## config.mk

```make
export PLATFORM = sky130hd
export DESIGN_NAME = reset_sequencer
export DESIGN_NICKNAME = d
export VERILOG_FILES = /design/src/rtl/reset_seq_pkg.sv /design/src/rtl/sync_2ff.sv /design/src/rtl/reset_sequencer.sv
export SDC_FILE = /design/constraint.sdc
export NUM_CORES = 1
export LEC_CHECK = 0
export ABC_AREA = 1
export CORE_UTILIZATION = 35
export DETAILED_ROUTE_END_ITERATION = 8
export GPL_TIMING_DRIVEN = 0
export PLACE_DENSITY = 0.53
export SLEW_MARGIN = 5
export SYNTH_ARGS = -nofsm -noshare
export SYNTH_HDL_FRONTEND = slang
export SYNTH_SLANG_ARGS = --single-unit
```

## constraint.sdc

```tcl
create_clock -name clk -period 1.7 [get_ports clk]
set_input_delay 0.34 -clock clk [delete_from_list [all_inputs] [get_ports clk]]
set_output_delay 0.34 -clock clk [all_outputs]
set_load 0.02 [all_outputs]
```

## src/rtl/reset_seq_pkg.sv

```systemverilog
// Shared types, default parameters and width helper for the reset sequencer.
package reset_seq_pkg;

  typedef enum logic [2:0] {
    HOLD,
    RELEASE,
    WAIT,
    SHOLD,
    RUN,
    FAULT
  } seq_state_e;

  localparam int DEF_N_STAGES       = 4;
  localparam int DEF_HOLD_CYCLES    = 16;
  localparam int DEF_TIMEOUT_CYCLES = 1024;
  localparam int DEF_MAX_RETRY      = 3;

  // Never returns 0 so a degenerate parameter still yields a legal vector.
  function automatic int width_of(input int n);
    return (n > 1) ? $clog2(n) : 1;
  endfunction

endpackage

```

## src/rtl/sync_2ff.sv

```systemverilog
// Single-bit two-flop synchronizer, clears to 0 on reset.
module sync_2ff (
  input  logic clk,
  input  logic rst_n,
  input  logic d,
  output logic q
);

  logic meta_reg;

  always_ff @(posedge clk or negedge rst_n) begin
    if (!rst_n) begin
      meta_reg <= 1'b0;
      q        <= 1'b0;
    end else begin
      meta_reg <= d;
      q        <= meta_reg;
    end
  end

endmodule

```

## src/rtl/reset_sequencer.sv

```systemverilog
// Releases downstream reset domains in order, waiting on each domain's DONE
// with timeout and bounded retry; restarts on lock loss or software request.
module reset_sequencer
  import reset_seq_pkg::*;
#(
  parameter int  N_STAGES       = DEF_N_STAGES,
  parameter int  HOLD_CYCLES    = DEF_HOLD_CYCLES,
  parameter int  TIMEOUT_CYCLES = DEF_TIMEOUT_CYCLES,
  parameter int  MAX_RETRY      = DEF_MAX_RETRY,
  localparam int STAGE_W        = width_of(N_STAGES),
  localparam int RETRY_W        = width_of(MAX_RETRY + 1)
) (
  input  logic                clk,
  input  logic                fabric_reset_n,
  input  logic                pll_lock,
  input  logic [N_STAGES-1:0] stage_done,
  input  logic                soft_rst_req,
  output logic [N_STAGES-1:0] domain_rst_n,
  output logic                seq_done,
  output logic                seq_fault,
  output logic [STAGE_W-1:0]  fault_stage,
  output logic [RETRY_W-1:0]  retry_count
);

  localparam int HOLD_W = width_of(HOLD_CYCLES);
  localparam int TO_W   = width_of(TIMEOUT_CYCLES);
  localparam logic [HOLD_W-1:0]  HOLD_LAST = HOLD_W'(HOLD_CYCLES - 1);
  localparam logic [TO_W-1:0]    TO_LAST   = TO_W'(TIMEOUT_CYCLES - 1);
  localparam logic [STAGE_W-1:0] K_LAST    = STAGE_W'(N_STAGES - 1);
  localparam logic [RETRY_W-1:0] RETRY_MAX = RETRY_W'(MAX_RETRY);

  logic                lock_s;
  logic [N_STAGES-1:0] done_s;

  sync_2ff u_lock_sync (
    .clk   (clk),
    .rst_n (fabric_reset_n),
    .d     (pll_lock),
    .q     (lock_s)
  );

  generate
    for (genvar gi = 0; gi < N_STAGES; gi++) begin : g_done_sync
      sync_2ff u_done_sync (
        .clk   (clk),
        .rst_n (fabric_reset_n),
        .d     (stage_done[gi]),
        .q     (done_s[gi])
      );
    end
  endgenerate

  seq_state_e          state_reg, state_next;
  logic [STAGE_W-1:0]  k_reg, k_next;
  logic [HOLD_W-1:0]   hold_cnt_reg, hold_cnt_next;
  logic [TO_W-1:0]     to_cnt_reg, to_cnt_next;
  logic [RETRY_W-1:0]  retry_reg, retry_next;
  logic [N_STAGES-1:0] dom_reg, dom_next;
  logic                done_reg, done_next;
  logic                fault_reg, fault_next;
  logic [STAGE_W-1:0]  fstage_reg, fstage_next;
  logic [N_STAGES-1:0] keep_mask;

  // Stages below the current one stay released across a retry or fault.
  always_comb begin
    keep_mask = '0;
    for (int i = 0; i < N_STAGES; i++) begin
      keep_mask[i] = (STAGE_W'(i) < k_reg);
    end
  end

  always_comb begin
    state_next    = state_reg;
    k_next        = k_reg;
    hold_cnt_next = hold_cnt_reg;
    to_cnt_next   = to_cnt_reg;
    retry_next    = retry_reg;
    dom_next      = dom_reg;
    done_next     = done_reg;
    fault_next    = fault_reg;
    fstage_next   = fstage_reg;

    if (state_reg != HOLD && (!lock_s || soft_rst_req)) begin
      state_next    = HOLD;
      k_next        = '0;
      hold_cnt_next = '0;
      retry_next    = '0;
      dom_next      = '0;
      done_next     = 1'b0;
      fault_next    = 1'b0;
    end else begin
      case (state_reg)
        HOLD: begin
          dom_next = '0;
          if (!lock_s || soft_rst_req) begin
            hold_cnt_next = '0;
          end else if (hold_cnt_reg == HOLD_LAST) begin
            hold_cnt_next = '0;
            k_next        = '0;
            state_next    = RELEASE;
          end else begin
            hold_cnt_next = hold_cnt_reg + 1'b1;
          end
        end
        RELEASE: begin
          dom_next[k_reg] = 1'b1;
          to_cnt_next     = '0;
          state_next      = WAIT;
        end
        WAIT: begin
          // DONE is checked first so it wins over a same-cycle timeout.
          if (done_s[k_reg]) begin
            if (k_reg == K_LAST) begin
              done_next  = 1'b1;
              state_next = RUN;
            end else begin
              k_next     = k_reg + 1'b1;
              retry_next = '0;
              state_next = RELEASE;
            end
          end else if (to_cnt_reg == TO_LAST) begin
            dom_next = dom_reg & keep_mask;
            if (retry_reg < RETRY_MAX) begin
              retry_next    = retry_reg + 1'b1;
              hold_cnt_next = '0;
              state_next    = SHOLD;
            end else begin
              fault_next  = 1'b1;
              fstage_next = k_reg;
              state_next  = FAULT;
            end
          end else begin
            to_cnt_next = to_cnt_reg + 1'b1;
          end
        end
        SHOLD: begin
          if (hold_cnt_reg == HOLD_LAST) begin
            hold_cnt_next = '0;
            state_next    = RELEASE;
          end else begin
            hold_cnt_next = hold_cnt_reg + 1'b1;
          end
        end
        RUN, FAULT: begin
        end
        default: state_next = HOLD;
      endcase
    end
  end

  always_ff @(posedge clk or negedge fabric_reset_n) begin
    if (!fabric_reset_n) begin
      state_reg    <= HOLD;
      k_reg        <= '0;
      hold_cnt_reg <= '0;
      to_cnt_reg   <= '0;
      retry_reg    <= '0;
      dom_reg      <= '0;
      done_reg     <= 1'b0;
      fault_reg    <= 1'b0;
      fstage_reg   <= '0;
    end else begin
      state_reg    <= state_next;
      k_reg        <= k_next;
      hold_cnt_reg <= hold_cnt_next;
      to_cnt_reg   <= to_cnt_next;
      retry_reg    <= retry_next;
      dom_reg      <= dom_next;
      done_reg     <= done_next;
      fault_reg    <= fault_next;
      fstage_reg   <= fstage_next;
    end
  end

  assign domain_rst_n = dom_reg;
  assign seq_done     = done_reg;
  assign seq_fault    = fault_reg;
  assign fault_stage  = fstage_reg;
  assign retry_count  = retry_reg;

endmodule

```

==> parameters.txt <==
Parameter                              Value

Die
  Overall die area    6620 um2
  # IOs    18
  Placement row count    28
  Effective utilization at floorplan    0.368
  Width of the chip    81.3 um
  Placeable Area    5990 um2
  Die extent in y    81.3 um

Setup path
  Category of the most critical setup path    reg2out
  Arrival time of data at the critical path endpoint    1.31 ns
  CP max FO    4
  Cell-by-cell trace of the critical path    clkdlybuf4s50_1
  Buffer and inverter count on the worst path    1
  Required time at the worst-slack endpoint    1.36 ns
  Slowest stage delay, CP    0.62 ns
  Critical Path Start Type    register
  Dominant delay contributor by cell family on the critical path    buffers and inverters
  Master of the slowest instance on the critical path    sky130_fd_sc_hd__clkdlybuf4s50_1
  Worst Setup End Kind    primary output

Pwr
  PnR Total Power    1640 uW
  Worst IR drop on VDD    0.311 mV
  Power density cells    624 nW/um2
  Leakage power total    0.00127 uW

Run
  Reported max-cap violation count    0

Placed design
  Count of buffers from port buffering    17
  Post-detailed-placement half-perimeter wirelength    3.48 mm
  Placed Instances    367
  Routability congestion estimate from global placement    0.809

CTS
  CTS Buffer Depth    2
  Total clock sinks    39
  TritonCTS clock tree    done
  Clock buffer count from CTS    5
  CTS Hold Buffers Added    0
  Register clock-pin slew on the reported worst setup and hold paths    0.08 ns
  Clock tree root driver cell    sky130_fd_sc_hd__clkbuf_8
  Latest clock arrival within the worst-skew pair    0.29 ns
  Number of levels in the clock H-tree    2

Route
  Final antenna-violating net count    0
  Vias    1814
  Routed wire length    4.58 mm
  DRC    0
  Average vias per placed instance    4.80
  First drt pass iteration count    4
  Post-DR wirelength/cell    12.1 um
  DR iter-0 viols    85

STA
  Worst clock skew    0.00346 ns
  FMAX    0.605 GHz
  Final setup violating endpoints    0
  Final Hold Fails    2
  Worst-Margin Slew    0.486 ns
  Period utilization    0.973
  Post-Route Hold Slack    -0.00240 ns
  Setup repair after global routing missed its margin    true
  Min Tclk post-route    1.65 ns
  Normalized max-slew margin    0.676
  Setup TNS after final layout    0 ns
  Slew Limit Fails    0

Outcome
  Run status    finished with violations
  Violations in the final reports    hold timing

Global routing
  Met3 Resource Use GR    0.0371
  Total overflow reported by the global router    0
  Global-route track usage on met2    0.228
  Layer with the highest usage    met1
  Met1 usage    0.233
  Maximum number of pins on one net before global-route repair    22
  First-pass GRT wire length    7.88 mm
  Antenna violations before repair    0
  Via count of the first global-routing pass    1628
  Tot GR Track Use    0.160

Cells and area
  Number of flip-flops under the largest register name    10
  Count of placed standard cells in the final layout, fillers left out    378
  Net total in the final layout    318
  Final antenna diode count    0
  Share of post-route cells with drive strength above 1    0.191
  Area growth from synthesis to layout    19.3%

Synth
  Syn_nets    290
  Number of standard cells after synthesis    274
  Synthesized area    2200 um2
  Sequential element share of the synthesized area    0.443
  Synth Warn #    0
  Number of storage elements in the synthesis netlist    39
  Mean instance size in the synthesized netlist    8.04 um2
  Distinct cell type count after synthesis    30

Worst hold path
  Classification of the worst-slack hold path    in2async
metrics by stage:
| stage | cell area (um2) | hold slack (ns) | util | setup slack, ns |
|---|---|---|---|---|
| 6_report | 2630 | -0.00240 | 0.439 | 0.0463 |
| 3_5_place_dp | 2490 | 0.333 | 0.416 | -0.272 |
| 2_1_floorplan | 2200 | 0.0444 | - | 0.186 |
| 5_1_grt | 2630 | 0.0339 | 0.439 | -0.0402 |
| 3_3_place_gp | 2470 | 0.332 | 0.412 | -0.731 |
| 4_1_cts | 2580 | 0.0160 | 0.431 | 0.0115 |
placed cells by master (no fill, tap or decap), types with 3 or more instances in the layout:
cell type | Yosys | routed
sky130_fd_sc_hd__xor2_1 | 6 | 6
sky130_fd_sc_hd__buf_4 | 1 | 4
sky130_fd_sc_hd__inv_1 | 22 | 20
sky130_fd_sc_hd__a21oi_1 | 5 | 5
sky130_fd_sc_hd__nand2_2 | 9 | 11
sky130_fd_sc_hd__dfrtp_2 | 0 | 3
sky130_fd_sc_hd__clkbuf_8 | 0 | 5
sky130_fd_sc_hd__o21ai_2 | 5 | 5
sky130_fd_sc_hd__dfrtp_1 | 39 | 36
sky130_fd_sc_hd__clkdlybuf4s50_1 | 0 | 15
sky130_fd_sc_hd__inv_2 | 3 | 5
sky130_fd_sc_hd__nand3_1 | 24 | 23
sky130_fd_sc_hd__ha_1 | 8 | 7
sky130_fd_sc_hd__nor3_1 | 5 | 5
sky130_fd_sc_hd__nand4_1 | 4 | 4
sky130_fd_sc_hd__o21ai_1 | 3 | 4
sky130_fd_sc_hd__o21ai_0 | 14 | 13
sky130_fd_sc_hd__nor2_2 | 1 | 5
sky130_fd_sc_hd__nand2_1 | 88 | 86
sky130_fd_sc_hd__nand2_4 | 3 | 3
sky130_fd_sc_hd__clkinv_2 | 0 | 3
sky130_fd_sc_hd__nor2_1 | 19 | 15
synth_stat cells:
library cell / number / share of area
sky130_fd_sc_hd__nor2_8: 1 / 0.0091
sky130_fd_sc_hd__a21oi_1: 5 / 0.011
sky130_fd_sc_hd__nand3b_1: 2 / 0.0068
sky130_fd_sc_hd__nor2_4: 2 / 0.010
sky130_fd_sc_hd__buf_6: 2 / 0.010
sky130_fd_sc_hd__nor3_1: 5 / 0.011
sky130_fd_sc_hd__nand2_2: 9 / 0.026
sky130_fd_sc_hd__or2_2: 1 / 0.0028
sky130_fd_sc_hd__xnor2_1: 1 / 0.0040
sky130_fd_sc_hd__ha_1: 8 / 0.045
sky130_fd_sc_hd__inv_1: 22 / 0.037
sky130_fd_sc_hd__nor2_1: 19 / 0.032
sky130_fd_sc_hd__o22ai_1: 1 / 0.0028
sky130_fd_sc_hd__nor3_2: 1 / 0.0045
sky130_fd_sc_hd__o21ai_1: 3 / 0.0068
sky130_fd_sc_hd__inv_4: 1 / 0.0028
sky130_fd_sc_hd__xor2_1: 6 / 0.024
sky130_fd_sc_hd__nand2_1: 88 / 0.15
sky130_fd_sc_hd__inv_2: 3 / 0.0051
sky130_fd_sc_hd__nand2_4: 3 / 0.015
sky130_fd_sc_hd__buf_4: 1 / 0.0034
sky130_fd_sc_hd__o21a_1: 1 / 0.0034
sky130_fd_sc_hd__o21ai_2: 5 / 0.020
sky130_fd_sc_hd__dfrtp_1: 39 / 0.44
sky130_fd_sc_hd__nand3_1: 24 / 0.055
sky130_fd_sc_hd__o21ai_0: 14 / 0.032
sky130_fd_sc_hd__nand4_1: 4 / 0.011
sky130_fd_sc_hd__a21oi_2: 1 / 0.0040
sky130_fd_sc_hd__nor2_2: 1 / 0.0028
sky130_fd_sc_hd__nand3_4: 1 / 0.0080
cells by family after synthesis:
logic type | count (synthesis) | synth area share
buffers and inverters | 29 | 0.0591
XOR/XNOR | 7 | 0.0278
adder cells (fa/ha/maj) | 8 | 0.0454
AND/OR/NAND/NOR | 161 | 0.345
AO/OA/AOI/OAI | 30 | 0.0801
flip-flops | 39 | 0.443
final cells by class:
cell class	instances	area [um2]
clock buffer	5	68.8
tap	75	93.8
buffer	3	33.8
sequential	39	980
fill	609	3360
timing repair buffer	21	218
multi-input combinational	206	1120
clock inverter	3	15.0
inverter	26	100
final timing paths:
check	start	endpoint	slack [ns]	depth (start not counted)
max	domain_rst_n[1]	domain_rst_n[1]	0.05	1
min reg2reg	g_done_sync[0].u_done_sync.meta_reg	g_done_sync[0].u_done_sync.q	0.35	0
min in group clk	g_done_sync[0].u_done_sync.meta_reg	g_done_sync[0].u_done_sync.q	0.35	0
max in group asynchronous	fabric_reset_n	k_reg[0]	1.23	2
min	fabric_reset_n	fault_stage[0]	-0.002	1
max reg2reg	to_cnt_reg[0]	fault_stage[1]	0.13	10
where the power goes:
| part | leakage, uW | internal (uW) | switching (uW) | total, uW |
|---|---|---|---|---|
| logic | 0.000709 | 33.5 | 50.4 | 83.8 |
| registers | 0.000516 | 942 | 6.91 | 948 |
| clock network | 0.0000477 | 281 | 327 | 608 |
| total | 0.00127 | 1260 | 384 | 1640 |
per-layer routing:
metal  part of all wire  up-vias
met5                  0        -
met4              0.016        0
met3              0.039        7
met2               0.42       33
met1               0.52      835
li1                   -      939
repair_timing:
item	in CTS	in global routing
setup endpoints to repair	14	27
buffers inserted	1	2
gates resized for setup	1	15
Note: power is estimated with default switching activity, not from simulation.
